File: src/rtl/imm_gen_fifo_if.sv
// Handshake bundle for imm_gen_fifo: instruction/tag in, decoded immediate/tag out.
// master drives instructions and consumes results; slave is the FIFO itself.
interface imm_gen_fifo_if #(
    parameter int XLEN  = 32,
    parameter int DEPTH = 4,
    parameter int TAG_W = 32
);
    logic                         in_valid;
    logic                         in_ready;
    logic [31:0]                  instruction;
    logic [TAG_W-1:0]             in_tag;
    logic                         out_valid;
    logic                         out_ready;
    logic [XLEN-1:0]              immediate;
    logic [2:0]                   imm_fmt;
    logic                         imm_unknown;
    logic [TAG_W-1:0]             out_tag;
    logic [$clog2(DEPTH+1)-1:0]   count;

    modport master (
        output in_valid, instruction, in_tag, out_ready,
        input  in_ready, out_valid, immediate, imm_fmt, imm_unknown, out_tag, count
    );

    modport slave (
        input  in_valid, instruction, in_tag, out_ready,
        output in_ready, out_valid, immediate, imm_fmt, imm_unknown, out_tag, count
    );
endinterface

File: src/rtl/imm_gen_fifo.sv
// RV32I immediate decoder feeding a DEPTH-entry valid/ready FIFO with a pass-through tag.
// Optional macro IMM_GEN_SHAMT_EN: OP-IMM shifts yield the zero-extended shift amount.
module imm_gen_fifo #(
    parameter int XLEN  = 32,
    parameter int DEPTH = 4,
    parameter int TAG_W = 32
) (
    input logic           clk,
    input logic           rst,
    imm_gen_fifo_if.slave bus
);
    localparam int PTR_W = $clog2(DEPTH);
    localparam int CNT_W = $clog2(DEPTH + 1);

    localparam logic [6:0] OP_IMM   = 7'b0010011;
    localparam logic [6:0] OP_LOAD  = 7'b0000011;
    localparam logic [6:0] OP_JALR  = 7'b1100111;
    localparam logic [6:0] OP_STORE = 7'b0100011;
    localparam logic [6:0] OP_BR    = 7'b1100011;
    localparam logic [6:0] OP_LUI   = 7'b0110111;
    localparam logic [6:0] OP_AUIPC = 7'b0010111;
    localparam logic [6:0] OP_JAL   = 7'b1101111;

    typedef enum logic [2:0] {
        FMT_NONE = 3'd0,
        FMT_I    = 3'd1,
        FMT_S    = 3'd2,
        FMT_B    = 3'd3,
        FMT_U    = 3'd4,
        FMT_J    = 3'd5
    } fmt_e;

    typedef struct packed {
        logic [XLEN-1:0]  imm;
        fmt_e             fmt;
        logic             unknown;
        logic [TAG_W-1:0] tag;
    } entry_t;

    logic [31:0]      inst;
    logic [31:0]      imm32;
    logic [XLEN-1:0]  dec_imm;
    fmt_e             dec_fmt;
    logic             dec_unknown;

    assign inst = bus.instruction;

    // Every format is first assembled as a signed 32-bit value, then widened.
    always_comb begin
        // NOTE: every always_comb output gets a default first so no path leaves it unassigned (no latch).
        imm32       = '0;
        dec_fmt     = FMT_NONE;
        dec_unknown = 1'b0;
        unique case (inst[6:0])
            OP_IMM, OP_LOAD, OP_JALR: begin
                imm32   = {{20{inst[31]}}, inst[31:20]};
                dec_fmt = FMT_I;
            end
            OP_STORE: begin
                imm32   = {{20{inst[31]}}, inst[31:25], inst[11:7]};
                dec_fmt = FMT_S;
            end
            OP_BR: begin
                imm32   = {{19{inst[31]}}, inst[31], inst[7], inst[30:25], inst[11:8], 1'b0};
                dec_fmt = FMT_B;
            end
            OP_LUI, OP_AUIPC: begin
                imm32   = {inst[31:12], 12'b0};
                dec_fmt = FMT_U;
            end
            OP_JAL: begin
                imm32   = {{11{inst[31]}}, inst[31], inst[19:12], inst[20], inst[30:21], 1'b0};
                dec_fmt = FMT_J;
            end
            default: dec_unknown = 1'b1;
        endcase
    end

`ifdef IMM_GEN_SHAMT_EN
    logic [XLEN-1:0] shamt;
    logic            is_shift;

    // funct7 is excluded so SRAI reports the bare shift distance.
    always_comb begin
        shamt = '0;
        if (XLEN == 64) shamt[5:0] = inst[25:20];
        else            shamt[4:0] = inst[24:20];
    end

    assign is_shift = (inst[6:0] == OP_IMM) && (inst[13:12] == 2'b01);
    assign dec_imm  = is_shift ? shamt : XLEN'($signed(imm32));
`else
    assign dec_imm  = XLEN'($signed(imm32));
`endif

    entry_t            mem [DEPTH];
    entry_t            wr_entry;
    entry_t            head;
    logic [PTR_W-1:0]  wr_ptr;
    logic [PTR_W-1:0]  rd_ptr;
    logic [CNT_W-1:0]  count_q;
    logic              push;
    logic              pop;

    assign bus.in_ready  = (count_q != CNT_W'(DEPTH));
    assign bus.out_valid = (count_q != '0);
    assign bus.count     = count_q;

    assign push = bus.in_valid  && bus.in_ready;
    assign pop  = bus.out_valid && bus.out_ready;

    assign wr_entry = '{imm: dec_imm, fmt: dec_fmt, unknown: dec_unknown, tag: bus.in_tag};

    always_ff @(posedge clk or posedge rst) begin
        if (rst) begin
            wr_ptr  <= '0;
            rd_ptr  <= '0;
            count_q <= '0;
        end else begin
            // NOTE: non-blocking assignments keep every register reading pre-edge values.
            if (push) wr_ptr <= wr_ptr + PTR_W'(1);
            if (pop)  rd_ptr <= rd_ptr + PTR_W'(1);
            unique case ({push, pop})
                2'b10:   count_q <= count_q + CNT_W'(1);
                2'b01:   count_q <= count_q - CNT_W'(1);
                default: count_q <= count_q;
            endcase
        end
    end

    // NOTE: storage is not reset; count gates every read, so stale entries are never visible.
    always_ff @(posedge clk) begin
        if (push) mem[wr_ptr] <= wr_entry;
    end

    // Head fields are forced to zero while empty so stale data never leaks out.
    assign head            = mem[rd_ptr];
    assign bus.immediate   = bus.out_valid ? head.imm     : '0;
    assign bus.imm_fmt     = bus.out_valid ? head.fmt     : FMT_NONE;
    assign bus.imm_unknown = bus.out_valid ? head.unknown : 1'b0;
    assign bus.out_tag     = bus.out_valid ? head.tag     : '0;
endmodule

File: src/flat_wrapper.sv
// flat-port wrapper written by rule: the top's interface ports become plain ports
module imm_gen_fifo_flat 
#(
    parameter int XLEN  = 32,
    parameter int DEPTH = 4,
    parameter int TAG_W = 32
)
  (clk, rst, bus_in_valid, bus_instruction, bus_in_tag, bus_out_ready, bus_in_ready, bus_out_valid, bus_immediate, bus_imm_fmt, bus_imm_unknown, bus_out_tag, bus_count);
  imm_gen_fifo_if #(.XLEN(XLEN), .DEPTH(DEPTH), .TAG_W(TAG_W)) bus_i ();
  input logic clk;
  input logic rst;
  input wire logic [$bits(bus_i.in_valid)-1:0] bus_in_valid;
  input wire logic [$bits(bus_i.instruction)-1:0] bus_instruction;
  input wire logic [$bits(bus_i.in_tag)-1:0] bus_in_tag;
  input wire logic [$bits(bus_i.out_ready)-1:0] bus_out_ready;
  output wire logic [$bits(bus_i.in_ready)-1:0] bus_in_ready;
  output wire logic [$bits(bus_i.out_valid)-1:0] bus_out_valid;
  output wire logic [$bits(bus_i.immediate)-1:0] bus_immediate;
  output wire logic [$bits(bus_i.imm_fmt)-1:0] bus_imm_fmt;
  output wire logic [$bits(bus_i.imm_unknown)-1:0] bus_imm_unknown;
  output wire logic [$bits(bus_i.out_tag)-1:0] bus_out_tag;
  output wire logic [$bits(bus_i.count)-1:0] bus_count;
  assign bus_i.in_valid = bus_in_valid;
  assign bus_i.instruction = bus_instruction;
  assign bus_i.in_tag = bus_in_tag;
  assign bus_i.out_ready = bus_out_ready;
  assign bus_in_ready = bus_i.in_ready;
  assign bus_out_valid = bus_i.out_valid;
  assign bus_immediate = bus_i.immediate;
  assign bus_imm_fmt = bus_i.imm_fmt;
  assign bus_imm_unknown = bus_i.imm_unknown;
  assign bus_out_tag = bus_i.out_tag;
  assign bus_count = bus_i.count;
  imm_gen_fifo #(.XLEN(XLEN), .DEPTH(DEPTH), .TAG_W(TAG_W)) u_core (.clk(clk), .rst(rst), .bus(bus_i));
endmodule
File: config.mk
export PLATFORM = sky130hd
export DESIGN_NAME = imm_gen_fifo_flat
export DESIGN_NICKNAME = d
export VERILOG_FILES = /design/src/rtl/imm_gen_fifo_if.sv /design/src/rtl/imm_gen_fifo.sv /design/src/flat_wrapper.sv
export SDC_FILE = /design/constraint.sdc
export NUM_CORES = 1
export LEC_CHECK = 0
export BUFFER_PORTS_ARGS = -buffer_cell sky130_fd_sc_hd__buf_4
export CAP_MARGIN = 10
export CORE_UTILIZATION = 47
export DETAILED_ROUTE_END_ITERATION = 7
export PLACE_DENSITY = 0.75
export SETUP_SLACK_MARGIN = 0.1
export SLEW_MARGIN = 20
export SYNTH_ARGS = -nofsm -noshare
export SYNTH_HDL_FRONTEND = slang
export SYNTH_SLANG_ARGS = --single-unit
File: constraint.sdc
create_clock -name clk -period 3.9 [get_ports clk]
set_input_delay 0.78 -clock clk [delete_from_list [all_inputs] [get_ports clk]]
set_output_delay 0.78 -clock clk [all_outputs]
set_load 0.03 [all_outputs]
==> impl_results.md <==
- Outcome: finished clean
- Pin count of the biggest net entering global routing: 72
- Avg Cell Area, Syn: 20.9 sq um
- Tcrit/Tclk final: 83.8%
- Initial Utilization: 48.2%
- Startpoint types: flip-flop
- CTS sink count: 279
- Vias in the first global route: 6,201
- Count of input and output buffers: 140
- Reg2Reg Depth: 8
- Antenna Nets Post-Route: 0
- WL/cell: 21.8 um
- Placeable Area: 0.0236 sq mm
- Non-Filler Instances: 1,031
- Syn Inst Count: 545
- Bufs on Longest Clock Path: 3
- Setup TNS: 0 ns
- Area of the die: 0.0248 sq mm
- RSZ-0062 raised after global routing: false
- Routability Congestion: 0.754
- Hold_buf cts: 0
- Via count: 5,716
- Data arrival, critical path: 2.49 ns
- Worst slew margin: 29.5%
- Yosys warns: 0
- Lkg Pwr: 4.93 nW
- Nets@finish: 764
- Fill count: 1,774
- Critical path type: reg2out
- Worst VDD drop: 0.000567 V
- Class of the worst hold path: in2async
- Fin crit period: 3.27 ns
- Hold Vio Cnt, Final: 0
- R2r setup slk: 1.44 ns
- # resized after CTS: 0
- Clk root buf: clkbuf_16
- Top FF cell, synth: edfxtp_1
- Final Setup Violations: 0
- Number of remaining DRC errors: 0
- FF+latch count, synth: 279
- Req. time, crit path: 3.12 ns
- Detailed router's first-iteration violation count: 355
- Worst Tran Pin Value: 1.06 ns
- CP endpoint kind: output port
- Share of cells above drive strength 1: 40.2%
- Routed WL: 22,500 um
- DR pass1 iterations: 4
- WHS: 0.191 ns
- Die Span X: 158 um
- Fmax: 306 MHz
- PD cells: 818 mW/mm^2
- CTS tree: built
- Sequential fraction of the synthesis area: 73.4%
- H-tree depth: 1
- Post-synthesis async set-or-reset flop share: 2.51%
- Post-CTS setup buffer count: 0
- Synthesized Nets: 619
- Initial antenna violation count: 0
- Remaining global-route overflow: 0
- Diode count: 0
- Cts bufs inserted: 28
- Max Cap Viol: 0
- First-pass GRT wire length: 34,800 um
- Worst Skew: 0.00439 ns
- Synth area leader: edfxtp_1
- IO Count: 141
- Yosys cell types: 52
- All-Layer GR Usage: 18.8%
- Top-area cell type share of the netlist area: 71.8%
- Routed vias/inst: 5.54
- Clock latency on the worst-skew pair: 0.53 ns
- Clock slew at reported path FFs: 0.06 ns
- Hpwl dp: 13,300 um
- Synth top area cells: edfxtp_1 (72%), mux4_2 (13%), and2_1 (4.1%)
- Die height: 158 um
- Final slew viol count: 0
- Critical path fanouts, max: 26
- R2R Path Start: u_core.bus.count[0]
- EDFF count, synth: 272
- R2r endpoint: u_core.bus.count[2]
- Post-Place Cells: 976
- Mapped cell area: 0.0114 sq mm
- Core Rows: 56
- Area delta synth->final: 20.2%
registers in the layout, summed over array words and instances, names as in the netlist:
register and cells:
u_core.wr_ptr 2, u_core.rd_ptr 2, u_core.mem 272, u_core.bus.count 3
cell type report:
| class | count | area, sq um | share of cell area, % |
|---|---|---|---|
| Timing Repair Buffer | 146 | 1180 | 8.62 |
| Clock buffer | 31 | 733 | 5.36 |
| Inverter | 9 | 33.8 | 0.247 |
| Clock inverter | 21 | 208 | 1.52 |
| Multi-Input combinational cell | 226 | 2760 | 20.2 |
| Sequential cell | 279 | 8350 | 61.1 |
| Tap cell | 319 | 399 | 2.92 |
kinds of logic after synthesis:
kind of cell / share of synthesized area [%]
AOI/OAI and AO/OA: 2.89
xor gates and xnor gates: 0.462
adders and majority gates: 0.726
buffers and inverters: 2.54
DFF: 73.4
muxes: 13.9
and+or+nand+nor: 6.13
routing by layer:
metal	GRT usage [%]	wire length [um]
met5	0	0
met4	4.35	436
met3	3.06	1130
met2	32.2	11300
met1	25.2	9610
synthesized netlist by cell type (3+ instances only):
master and instances:
a21o_2 8, a22o_1 4, a32o_1 3, a32oi_1 9, and2_1 75, and3_1 5, buf_12 6, buf_2 14
clkbuf_1 6, dfrtp_1 7, edfxtp_1 272, ha_1 5, inv_1 9, mux4_2 68, nand2_1 10, xnor2_1 3
xor2_1 3
critical path, cell delays in order (launching register included):
cell     delay, ns
dfrtp_4       0.75
buf_12        0.31
mux4_2        0.52
and2_1        0.19
buf_4         0.17
layout by cell type (no fill, tap or decap), types with 3 or more instances in the layout:
master        n
clkbuf_16    29
clkinv_1      4
buf_12        5
clkinvlp_4    3
dfrtp_1       5
bufinv_16     4
and2_1       75
nand2_1      10
a21o_2        8
xnor2_1       3
mux4_2       68
edfxtp_1    272
ha_1          5
inv_1         9
a32oi_1       9
clkinv_2     10
buf_4       140
a32o_1        3
a22o_1        4
xor2_1        3
and3_4        4
report_power, final:
part,internal [mW],switching (mW),leakage [nW],total (mW)
Clock,1.62,1.08,0.462,2.70
Combinational,1.87,2.43,1.79,4.30
Sequential,3.91,0.280,2.68,4.19
Total,7.39,3.79,4.93,11.2
worst max path at each step:
stage                             start           endpoint  slack (ns)  cells past startpoint
floorplan           u_core.bus.count[2]   u_core.mem[0][0]        0.93                      2
global placement       u_core.rd_ptr[0]    bus_out_tag[17]        1.11                      4
detailed placement     u_core.rd_ptr[0]  bus_immediate[23]        1.13                      4
CTS                    u_core.rd_ptr[0]  bus_immediate[20]        0.56                      4
global route           u_core.rd_ptr[0]    bus_out_tag[18]        0.46                      4
finish                 u_core.rd_ptr[0]     bus_out_tag[3]        0.63                      4
per-stage QoR:
| step | instance area (sq um) | setup WS (ns) | util (%) | total power, mW |
|---|---|---|---|---|
| after floorplan | 11400 | 0.929 | - | 7.23 |
| after global placement | 12700 | 1.11 | 53.6 | 8.51 |
| after detailed placement | 12700 | 1.13 | 53.6 | 8.59 |
| after CTS | 13600 | 0.558 | 57.6 | 11.3 |
| after global routing | 13700 | 0.464 | 57.9 | 11.7 |
| final | 13700 | 0.632 | 57.9 | 11.2 |
Note: power is estimated with default switching activity, not from simulation.
